File: config.mk
export PLATFORM = sky130hd
export DESIGN_NAME = fft_din_pingpong
export DESIGN_NICKNAME = d
export VERILOG_FILES = /design/src/rtl/fft_pkg.sv /design/src/rtl/fft_lane_permute.sv /design/src/rtl/fft_din_pingpong.sv
export SDC_FILE = /design/constraint.sdc
export NUM_CORES = 1
export LEC_CHECK = 0
export CORE_MARGIN = 2
export CORE_UTILIZATION = 50
export CTS_CLUSTER_DIAMETER = 200
export DETAILED_ROUTE_END_ITERATION = 8
export GPL_TIMING_DRIVEN = 0
export PLACE_DENSITY = 0.8
export SLEW_MARGIN = 20
export SYNTH_ARGS = -nofsm -noshare
export SYNTH_HDL_FRONTEND = slang
export SYNTH_SLANG_ARGS = --single-unit
export TNS_END_PERCENT = 1
File: constraint.sdc
create_clock -name clk -period 23.9 [get_ports clk]
set_input_delay 3.585 -clock clk [delete_from_list [all_inputs] [get_ports clk]]
set_output_delay 3.585 -clock clk [all_outputs]
set_load 0.1 [all_outputs]
File: src/rtl/fft_pkg.sv
// ---------------------------------------------------------------------------
// fft_pkg
// Shared constants and helpers for the FFT input path.
//   SAMPLE_W : width of one real or imaginary sample.
//   lanes()  : number of samples per frame for a given log2 size.
//   bitrev() : bit-reversed lane index, used by the DIT lane map.
//   lane_lo(): low bit offset of lane k inside a packed frame bus.
// ---------------------------------------------------------------------------
package fft_pkg;

   localparam int SAMPLE_W = 16;

   function automatic int lanes(input int npoint);
      return 1 << npoint;
   endfunction

   function automatic int bitrev(input int idx, input int nbits);
      int r;
      r = 0;
      for (int b = 0; b < nbits; b++)
         r = r | (((idx >> b) & 1) << (nbits - 1 - b));
      return r;
   endfunction

   function automatic int lane_lo(input int k);
      return SAMPLE_W * k;
   endfunction

endpackage

File: src/rtl/fft_lane_permute.sv
// ---------------------------------------------------------------------------
// fft_lane_permute
// Pure-wiring lane reorder of one packed frame bus.
//   din_i  : stored frame, lane k at bits [16k+15:16k]
//   dout_o : presented frame
// Build option FFT_DIN_BITREV_EN: when defined, output lane k carries input
// lane bitrev(k) so a decimation-in-time core sees bit-reversed order;
// otherwise the map is the identity.
// ---------------------------------------------------------------------------
module fft_lane_permute
   import fft_pkg::*;
#(
   parameter  int NPOINT  = 3,
   localparam int FRAME_W = SAMPLE_W << NPOINT
) (
   input  logic [FRAME_W-1:0] din_i,
   output logic [FRAME_W-1:0] dout_o
);

   for (genvar k = 0; k < lanes(NPOINT); k++) begin : g_lane
`ifdef FFT_DIN_BITREV_EN
      localparam int SRC = bitrev(k, NPOINT);
`else
      localparam int SRC = k;
`endif
      assign dout_o[lane_lo(k) +: SAMPLE_W] = din_i[lane_lo(SRC) +: SAMPLE_W];
   end

endmodule

File: src/rtl/fft_din_pingpong.sv
// ---------------------------------------------------------------------------
// fft_din_pingpong
// Two-bank ping-pong frame buffer between the USB host side and the FFT core.
//   clk, rst                 : clock, asynchronous active-high reset
//   fft_din_valid/_busy      : upstream frame handshake (push when valid & !busy)
//   fft_din_real/_imag       : upstream frame, 2^NPOINT lanes of 16 bits
//   core_valid/core_ready    : downstream frame handshake (pop when both high)
//   core_real/core_imag      : presented frame, after the lane map
//   fill_level               : stored frames, 0..2
//   frame_cnt                : frames popped, wraps silently
// Build option FFT_DIN_BITREV_EN selects bit-reversed output lane order.
// All outputs decode registered state only, so there is no input-to-output
// combinational path.
// ---------------------------------------------------------------------------
module fft_din_pingpong
   import fft_pkg::*;
#(
   parameter  int NPOINT  = 3,
   parameter  int CNT_W   = 16,
   localparam int FRAME_W = SAMPLE_W << NPOINT
) (
   input  logic               clk,
   input  logic               rst,
   input  logic               fft_din_valid,
   output logic               fft_din_busy,
   input  logic [FRAME_W-1:0] fft_din_real,
   input  logic [FRAME_W-1:0] fft_din_imag,
   output logic               core_valid,
   input  logic               core_ready,
   output logic [FRAME_W-1:0] core_real,
   output logic [FRAME_W-1:0] core_imag,
   output logic [1:0]         fill_level,
   output logic [CNT_W-1:0]   frame_cnt
);

   logic [FRAME_W-1:0] bank_re_q [2];
   logic [FRAME_W-1:0] bank_im_q [2];
   logic               wr_sel_q, wr_sel_d;
   logic               rd_sel_q, rd_sel_d;
   logic [1:0]         count_q, count_d;
   logic [CNT_W-1:0]   frame_cnt_q, frame_cnt_d;
   logic               push, pop;

   assign fft_din_busy = (count_q == 2'd2);
   assign core_valid   = (count_q != 2'd0);
   assign fill_level   = count_q;
   assign frame_cnt    = frame_cnt_q;

   // busy/valid come from count_q, so a push is never taken while full even
   // if the core pops in the same cycle; at count==1 push and pop target
   // different banks because wr_sel != rd_sel there.
   assign push = fft_din_valid && !fft_din_busy;
   assign pop  = core_valid && core_ready;

   always_comb begin
      wr_sel_d    = wr_sel_q ^ push;
      rd_sel_d    = rd_sel_q ^ pop;
      frame_cnt_d = pop ? frame_cnt_q + 1'b1 : frame_cnt_q;
      count_d     = count_q;
      if (push && !pop)
         count_d = count_q + 2'd1;
      else if (pop && !push)
         count_d = count_q - 2'd1;
   end

   always_ff @(posedge clk or posedge rst) begin
      if (rst) begin
         wr_sel_q     <= 1'b0;
         rd_sel_q     <= 1'b0;
         count_q      <= 2'd0;
         frame_cnt_q  <= '0;
         bank_re_q[0] <= '0;
         bank_re_q[1] <= '0;
         bank_im_q[0] <= '0;
         bank_im_q[1] <= '0;
      end else begin
         wr_sel_q    <= wr_sel_d;
         rd_sel_q    <= rd_sel_d;
         count_q     <= count_d;
         frame_cnt_q <= frame_cnt_d;
         if (push) begin
            bank_re_q[wr_sel_q] <= fft_din_real;
            bank_im_q[wr_sel_q] <= fft_din_imag;
         end
      end
   end

   fft_lane_permute #(.NPOINT(NPOINT)) u_perm_re (
      .din_i  (bank_re_q[rd_sel_q]),
      .dout_o (core_real)
   );

   fft_lane_permute #(.NPOINT(NPOINT)) u_perm_im (
      .din_i  (bank_im_q[rd_sel_q]),
      .dout_o (core_imag)
   );

endmodule

# [Word level (Yosys, flattened, before mapping)]
# Cells that the tools add are included.
# Widths: inputs -> output; s select.
[totals] out_inout_bits=276 elab_cells=41 ff_bits=532
[classes] bitwise_logic=4 add_sub_neg=3 mux=12 eq_ne=1 reduce_logical=10 order_cmp=3
[ops] cell="$mux 128" count=7
[ops] cell="$bwmux 256" count=2
[ops] cell="$demux 128 s1" count=1
[ops] cell="$add 16x1->16 const B" count=1
[ops] cell="$logic_and 1x1->1" count=5
[ops] cell="$ge 2x2->1 const B" count=2
[ops] cell="$mux 2" count=2
[ops] cell="$not 1->2" count=2
[ops] cell="$reduce_bool 2->1" count=2
[ops] cell="$logic_not 1->1" count=3
[ops] cell="$add 2x1->2 const B" count=1
[ops] cell="$eq 2x2->1 const B" count=1
[ops] cell="$lt 2x1->1 const B" count=1
[ops] cell="$sub 2x1->2 const B" count=1
[ops] cell="$xor 1x1->1" count=2

# [Longest topological paths before layout]
# Gate-level depths: netlist (run 1).
[depth] word_depth=7 ltp_mapped=7 depth_no_buf=7

# [By module]
# A second synthesis (run 1) with hierarchy kept.
[hier_totals] cells_unflattened=1703 hier_area_um2=24740.0
[by_module_without_submodules] module="fft_din_pingpong" instances=1 area_each_um2=22818.1 cells_each=1447
[by_module_without_submodules] module="fft_lane_permute" instances=2 area_each_um2=960.9 cells_each=128

# [Least setup slack after synthesis (run 1)]
# Ideal clock, no wire load.
[synth_path] path_kind="flip-flop to output port" start="register count_q[0], in the netlist fill_level[0]" end="output core_valid" slack_ns=18.706 path_buffers=0 required_time_ns=20.315 path_stages_with_launch=2 arrival_ns=1.609 path_cell_list="dfrtp_1 > or2_2"
[synth_between] elab_chain_cells=1
[synth_lines] item="start: declaration" line="fft_din_pingpong.sv:40" source="logic [1:0] count_q, count_d;"
[synth_lines] item="start signal: assignment" line="fft_din_pingpong.sv:79" source="count_q <= count_d;"
[synth_lines] item="$reduce_bool 2->1" line="fft_din_pingpong.sv:45" source="assign core_valid = (count_q != 2'd0);"
[synth_lines] item="end: declaration" line="fft_din_pingpong.sv:28" source="output logic core_valid,"
# Every way passes these cells.

# [Worst setup path after layout (run 1)]
[layout_path] start="register rd_sel_q" end="output core_imag[65]"
[layout_between] elab_chain_cells=4
[layout_lines] item="start: declaration" line="fft_din_pingpong.sv:39" source="logic rd_sel_q, rd_sel_d;"
[layout_lines] item="start signal: assignment" line="fft_din_pingpong.sv:78" source="rd_sel_q <= rd_sel_d;"
[layout_lines] item="$not 1->2 (not written as such)" line="fft_din_pingpong.sv:94" source=".din_i (bank_im_q[rd_sel_q]),"
[layout_lines] item="$mux 128 (not written as such) (3 in series)" line="fft_din_pingpong.sv:94"
[layout_lines] item="end: declaration" line="fft_din_pingpong.sv:31" source="output logic [FRAME_W-1:0] core_imag,"
# Every way passes these cells. The select of a mux whose other input is x is not followed.

==> results of run 1 <==
==> how the worst max path moves through the flow <==
stage	startpoint	endpoint	slack [ns]	cells after the start
2_1_floorplan	rst	bank_im_q[0]$_DFFE_PP0P_	5.45	1
3_3_place_gp	rst	bank_re_q[231]$_DFFE_PP0P_	0.11	2
3_5_place_dp	rd_sel_q$_DFF_PP0_	core_imag[65]	17.25	5
4_1_cts	rd_sel_q$_DFF_PP0_	core_imag[65]	16.58	5
5_1_grt	rd_sel_q$_DFF_PP0_	core_imag[65]	16.52	5
6_report	rd_sel_q$_DFF_PP0_	core_imag[65]	16.71	5
==> state kept, by name, indices dropped and copies added (netlist names) <==
register and count:
bank_im_q 256, bank_re_q 256, frame_cnt 16, fill_level 2
rd_sel_q 1, wr_sel_q 1
==> worst max-delay path, cell delays in order, from the launching register on <==
cell             delay [ns]
dfrtp_1                0.32
clkbuf_1               0.20
clkbuf_1               0.63
buf_2                  0.43
mux2_2                 0.21
clkdlybuf4s50_1        1.20
==> metal layers <==
layer / global-route usage, % / vias up
met2: 43.1 / 417
li1: - / 6377
met3: 9.26 / 124
met1: 28.9 / 7239
met5: 0 / -
met4: 9.54 / 10
==> cell usage after synthesis <==
cell / n
and2_1: 2
and2b_2: 1
buf_1: 2
buf_2: 76
clkbuf_1: 7
dfrtp_1: 532
ha_1: 4
inv_1: 5
inv_2: 1
mux2_2: 768
nand2_1: 7
nand3_1: 3
nand4_1: 5
nor2_1: 5
nor2b_1: 1
nor3_1: 3
nor3_2: 1
nor4_2: 1
nor4_4: 1
o2111ai_2: 1
o211ai_2: 1
or2_2: 1
or2_4: 1
xnor2_1: 9
xor2_1: 10
==> cells in the final DEF (no fill, tap or decap), types with 4 or more instances in the layout <==
| cell | instances |
|---|---|
| buf_16 | 5 |
| buf_2 | 76 |
| clkbuf_1 | 21 |
| clkbuf_16 | 57 |
| clkbuf_8 | 14 |
| clkdlybuf4s50_1 | 535 |
| clkinv_2 | 7 |
| dfrtp_1 | 532 |
| diode_2 | 11 |
| ha_1 | 4 |
| inv_1 | 4 |
| mux2_2 | 768 |
| nand2_1 | 7 |
| nand4_1 | 5 |
| nor2_1 | 5 |
| xnor2_1 | 9 |
| xor2_1 | 10 |
==> layout make-up <==
type                       count  area, um2
antenna                       11       27.5
buffer                        85        414
clock buffer                  85       1670
clock inverter                 8       42.5
fill                        3196      14400
inverter                       6       30.0
multi-input combinational    825       9080
sequential                   532      13300
tap                          600        751
timing repair buffer         540       5490
==> kinds of logic (layout without fill, tap and decap cells) <==
family          Yosys count  in the layout
fa+ha+maj                 4              4
simple gates             32             32
mux                     768            768
buf+inv                  91            724
xor+xnor                 19             19
other cells               0             11
flops                   532            532
compound gates            2              2
==> per-stage QoR <==
| step | util [%] | hold slack, ns | setup WS (ns) | cell area [um2] | std cells |
|---|---|---|---|---|---|
| floorplan | - | 0.475 | 5.45 | 22800 | 1448 |
| global route | 68.2 | 0.503 | 16.52 | 30800 | 2687 |
| global placement | 64.0 | 0.467 | 0.107 | 28900 | 2583 |
| CTS | 68.2 | 0.487 | 16.58 | 30800 | 2681 |
| finish | 68.2 | 0.487 | 16.71 | 30800 | 2692 |
| detailed placement | 64.4 | 0.479 | 17.25 | 29100 | 2588 |
==> impl_metrics.json, run 1 <==
{
  "grt_use_total_pct": 25.2,
  "synth.ff_latch_count": 532,
  "wl_met1_mm": 22.6,
  "wire_per_inst_um": 22.2,
  "rsz0062_at_grt": "no",
  "critPathKind": "flop to output port",
  "yosysTopAreaCell": "dfrtp_1",
  "port_buffers": 535,
  "cts-root-buf": "clkbuf_16",
  "cts_hold_buf": 0,
  "clk_pin_slew_ns": 0.06,
  "viasPerCell": 5.26,
  "status": "finished clean",
  "crit_path_end_kind": "output port",
  "yosysTopAreaCellShare_pct": 58.3,
  "finalCriticalPeriod_ns": 7.19,
  "hold_end": "frame_cnt[15]$_DFFE_PP0P_",
  "syn-num-nets": 1712,
  "yosysWarnings": 0,
  "synth_compound_gate_area_share_pct": 0.121,
  "grt_start_max_net_pins": 111,
  "slew_viol_final": 0,
  "fmax_ghz": 0.139,
  "seq_area_frac_synth_pct": 58.3,
  "syn-mean-instance-area_um2": 15.8,
  "yosys.area_share.simple_pct": 0.844,
  "tightest_slew_ns": 1.16,
  "wl_met3_mm": 5.44,
  "path_max_fanout": 10,
  "setup_tns_ns": 0,
  "synth_xor_area_share_pct": 0.729,
  "hold_viol_final": 0,
  "relSlewSlack_pct": 22.7,
  "numCtsBuffers": 55,
  "crit_arrival_ns": 3.60,
  "vias": 14200,
  "grt.overflow.total": 0,
  "io_pins": 536,
  "initial_core_util_pct": 50.5,
  "htreeDepth": 2,
  "rrSetupSlack_ns": 20.85,
  "setup.worst_path.start_class": "flop",
  "die-area_um2": 47400,
  "nets": 2309,
  "drt_iter0_drc": 652,
  "drc": 0,
  "synth_fa_ha_area_share_pct": 0.219,
  "setup_viol": 0,
  "worstPathRequired_ns": 20.32,
  "synthCells": 1448,
  "gp_congestion": 0.806,
  "dieWidth_um": 218,
  "cts_tree": "built",
  "highest_layer": "met5",
  "synth_cell_types": 25,
  "grt_pass1_wl_mm": 91.4,
  "antenna_found_initial": 14,
  "worstHoldStart": "frame_cnt[15]$_DFFE_PP0P_",
  "ant_nets": 0,
  "synth_top_family_by_area": "multiplexers",
  "wl_met2_mm": 29.5,
  "synthTopCellsByArea": "dfrtp_1 (58%), mux2_2 (38%), buf_2 (1.7%), xor2_1 (0.38%), xnor2_1 (0.35%)",
  "syn_area_um2": 22800,
  "cts.path.max_buffers": 3,
  "min_path_type": "flop to flop",
  "r2r_cells": 6,
  "cts.sinks": 532,
  "grt_pass1_vias": 15800,
  "die_h_um": 218,
  "drv_cap": 0,
  "drive_gt1_share_pct": 45.1,
  "insertion_delay_ns": 0.60,
  "place_hpwl_mm": 44.4,
  "clock_skew_ns": 0.00973,
  "postCtsSetupBuffers": 0,
  "core-area_um2": 45200,
  "r2r-start": "fill_level[0]$_DFFE_PP0P_",
  "routed_wl_mm": 59.7,
  "area_delta_synth_final_pct": 35.0,
  "min_path_cells": 1,
  "fin_crit_sh_pct": 30.1,
  "dr.pass1.iters": 4,
  "ctsResizeCount": 0,
  "synthMuxAreaShare_pct": 37.9,
  "r2r_end": "bank_re_q[44]$_DFFE_PP0P_",
  "num_rows": 78
}
Power of run 1 is left out: the tool's default activity adds up to more than one toggle a clock period on the data nets, which glitch-free logic cannot reach.
==> run 2: changes to the inputs <==
CORE_UTILIZATION = 45   (was 50)
PLACE_DENSITY = 0.76   (was 0.8)
clock period = 6.5 ns   (was 23.9 ns; I/O delays follow)
==> run 2 against run 1 <==
Global-route usage down 1.9 points. First-iteration DRC count shrank 19%. Critical path depth did not move. Sequential cell count unchanged. Non-clock buffer count increased by 13. Register-to-register slack got worse by 18 ns. Cell count rose by 3.5%. Routed wire length up 1.9%. Highest routed layer unchanged.
==> impl_metrics.json, run 2 (synthesis gave the netlist of run 1 again) <==
{
  "crit_path_end_kind": "output port",
  "hold_viol_final": 0,
  "relSlewSlack_pct": 23.2,
  "gp_congestion": 0.850,
  "final_area_um2": 31300,
  "fin_ws_ns": 1.95,
  "cts.sinks": 532,
  "clk_pin_slew_ns": 0.06,
  "core-area_um2": 50200,
  "final_common_cell": "mux2_2",
  "path_max_fanout": 10,
  "critPathKind": "flop to output port",
  "dr.pass1.iters": 4,
  "grt_pass1_vias": 16300,
  "place_ws_ns": 2.47,
  "rrSetupSlack_ns": 3.32,
  "numCtsBuffers": 56,
  "drv_cap": 0,
  "clock_skew_ns": 0.0200,
  "setup.worst_path.start_class": "flop",
  "routed_wl_mm": 60.8,
  "die_h_um": 229,
  "r2r-start": "fill_level[0]$_DFFE_PP0P_",
  "hold_end": "frame_cnt[15]$_DFFE_PP0P_",
  "crit_arrival_ns": 3.58,
  "cts.path.max_buffers": 3,
  "grt_use_total_pct": 23.4,
  "initial_core_util_pct": 45.5,
  "drt_iter0_drc": 527,
  "wire_per_inst_um": 21.8,
  "worstPathRequired_ns": 5.52,
  "vias": 14300,
  "final_util_pct": 62.4,
  "rsz0062_at_grt": "no",
  "cts_hold_buf": 0,
  "dpl_cell_area_um2": 29400,
  "nets": 2323,
  "grt.overflow.total": 0,
  "multi_input_area_um2": 9080,
  "setup_viol": 0,
  "htreeDepth": 2,
  "viasPerCell": 5.14,
  "grt_pass1_wl_mm": 94.9,
  "status": "finished clean",
  "tightest_slew_ns": 1.15,
  "finalCriticalPeriod_ns": 4.55,
  "slew_viol_final": 0,
  "ant_nets": 0,
  "antenna_found_initial": 11,
  "cts_tree": "built",
  "mostFrequentLayoutCells": "mux2_2 (768), clkdlybuf4s50_1 (535), dfrtp_1 (532)",
  "register_area_um2": 13300,
  "num_rows": 82,
  "fmax_ghz": 0.220,
  "min_path_type": "flop to flop",
  "fin_crit_sh_pct": 70.0,
  "insertion_delay_ns": 0.60,
  "port_buffers": 535,
  "worstHoldStart": "frame_cnt[15]$_DFFE_PP0P_",
  "r2r_end": "bank_re_q[130]$_DFFE_PP0P_",
  "area_delta_synth_final_pct": 37.1,
  "die-area_um2": 52600,
  "io_pins": 536,
  "postCtsSetupBuffers": 0,
  "grt_start_max_net_pins": 37,
  "cts-root-buf": "clkbuf_16",
  "dieWidth_um": 229,
  "fillCellCount": 3781,
  "place_hpwl_mm": 45.7,
  "ctsResizeCount": 0,
  "min_path_cells": 1,
  "r2r_cells": 6,
  "drc": 0,
  "drive_gt1_share_pct": 45.7
}
==> run 2: critical path, stage by stage (launching register included) <==
cell             delay, ns
dfrtp_1               0.32
clkbuf_1              0.16
clkbuf_1              0.64
buf_2                 0.42
mux2_2                0.22
clkdlybuf4s50_1       1.20
==> run 2: area by class of cell <==
class,count,area share (%)
Sequential cell,532,42.5
Multi-Input combinational cell,825,29.0
Timing Repair Buffer,553,18.3
Clock buffer,86,5.38
Tap cell,672,2.69
Buffer,85,1.32
Clock inverter,16,0.544
Antenna cell,12,0.0959
Inverter,6,0.0839
==> run 2: through the flow <==
step                      hold WS, ns  setup TNS, ns  instances
final                           0.482              0       2787
after global routing            0.495              0       2784
after CTS                       0.481              0       2775
after detailed placement        0.474              0       2673
after global placement          0.462       -2480.71       2655
after floorplan                 0.475        -908.16       1448
==> run 2: how the worst max path moves through the flow <==
stage	start	to	slack (ns)	cells past startpoint
2_1_floorplan	rst	bank_im_q[0]$_DFFE_PP0P_	-1.71	1
3_3_place_gp	rst	bank_re_q[100]$_DFFE_PP0P_	-4.73	2
3_5_place_dp	fft_din_valid	bank_re_q[130]$_DFFE_PP0P_	2.47	6
4_1_cts	rd_sel_q$_DFF_PP0_	core_real[125]	1.75	5
5_1_grt	rd_sel_q$_DFF_PP0_	core_real[125]	1.73	5
6_report	rd_sel_q$_DFF_PP0_	core_imag[55]	1.95	5
==> run 2: metal layers <==
layer / share of wire (%) / GRT usage [%]
met1: 38 / 27.0
met2: 50 / 40.3
met3: 7.8 / 7.12
met4: 4.1 / 9.86
met5: 0.021 / 0
Power of run 2 is left out for the same reason.
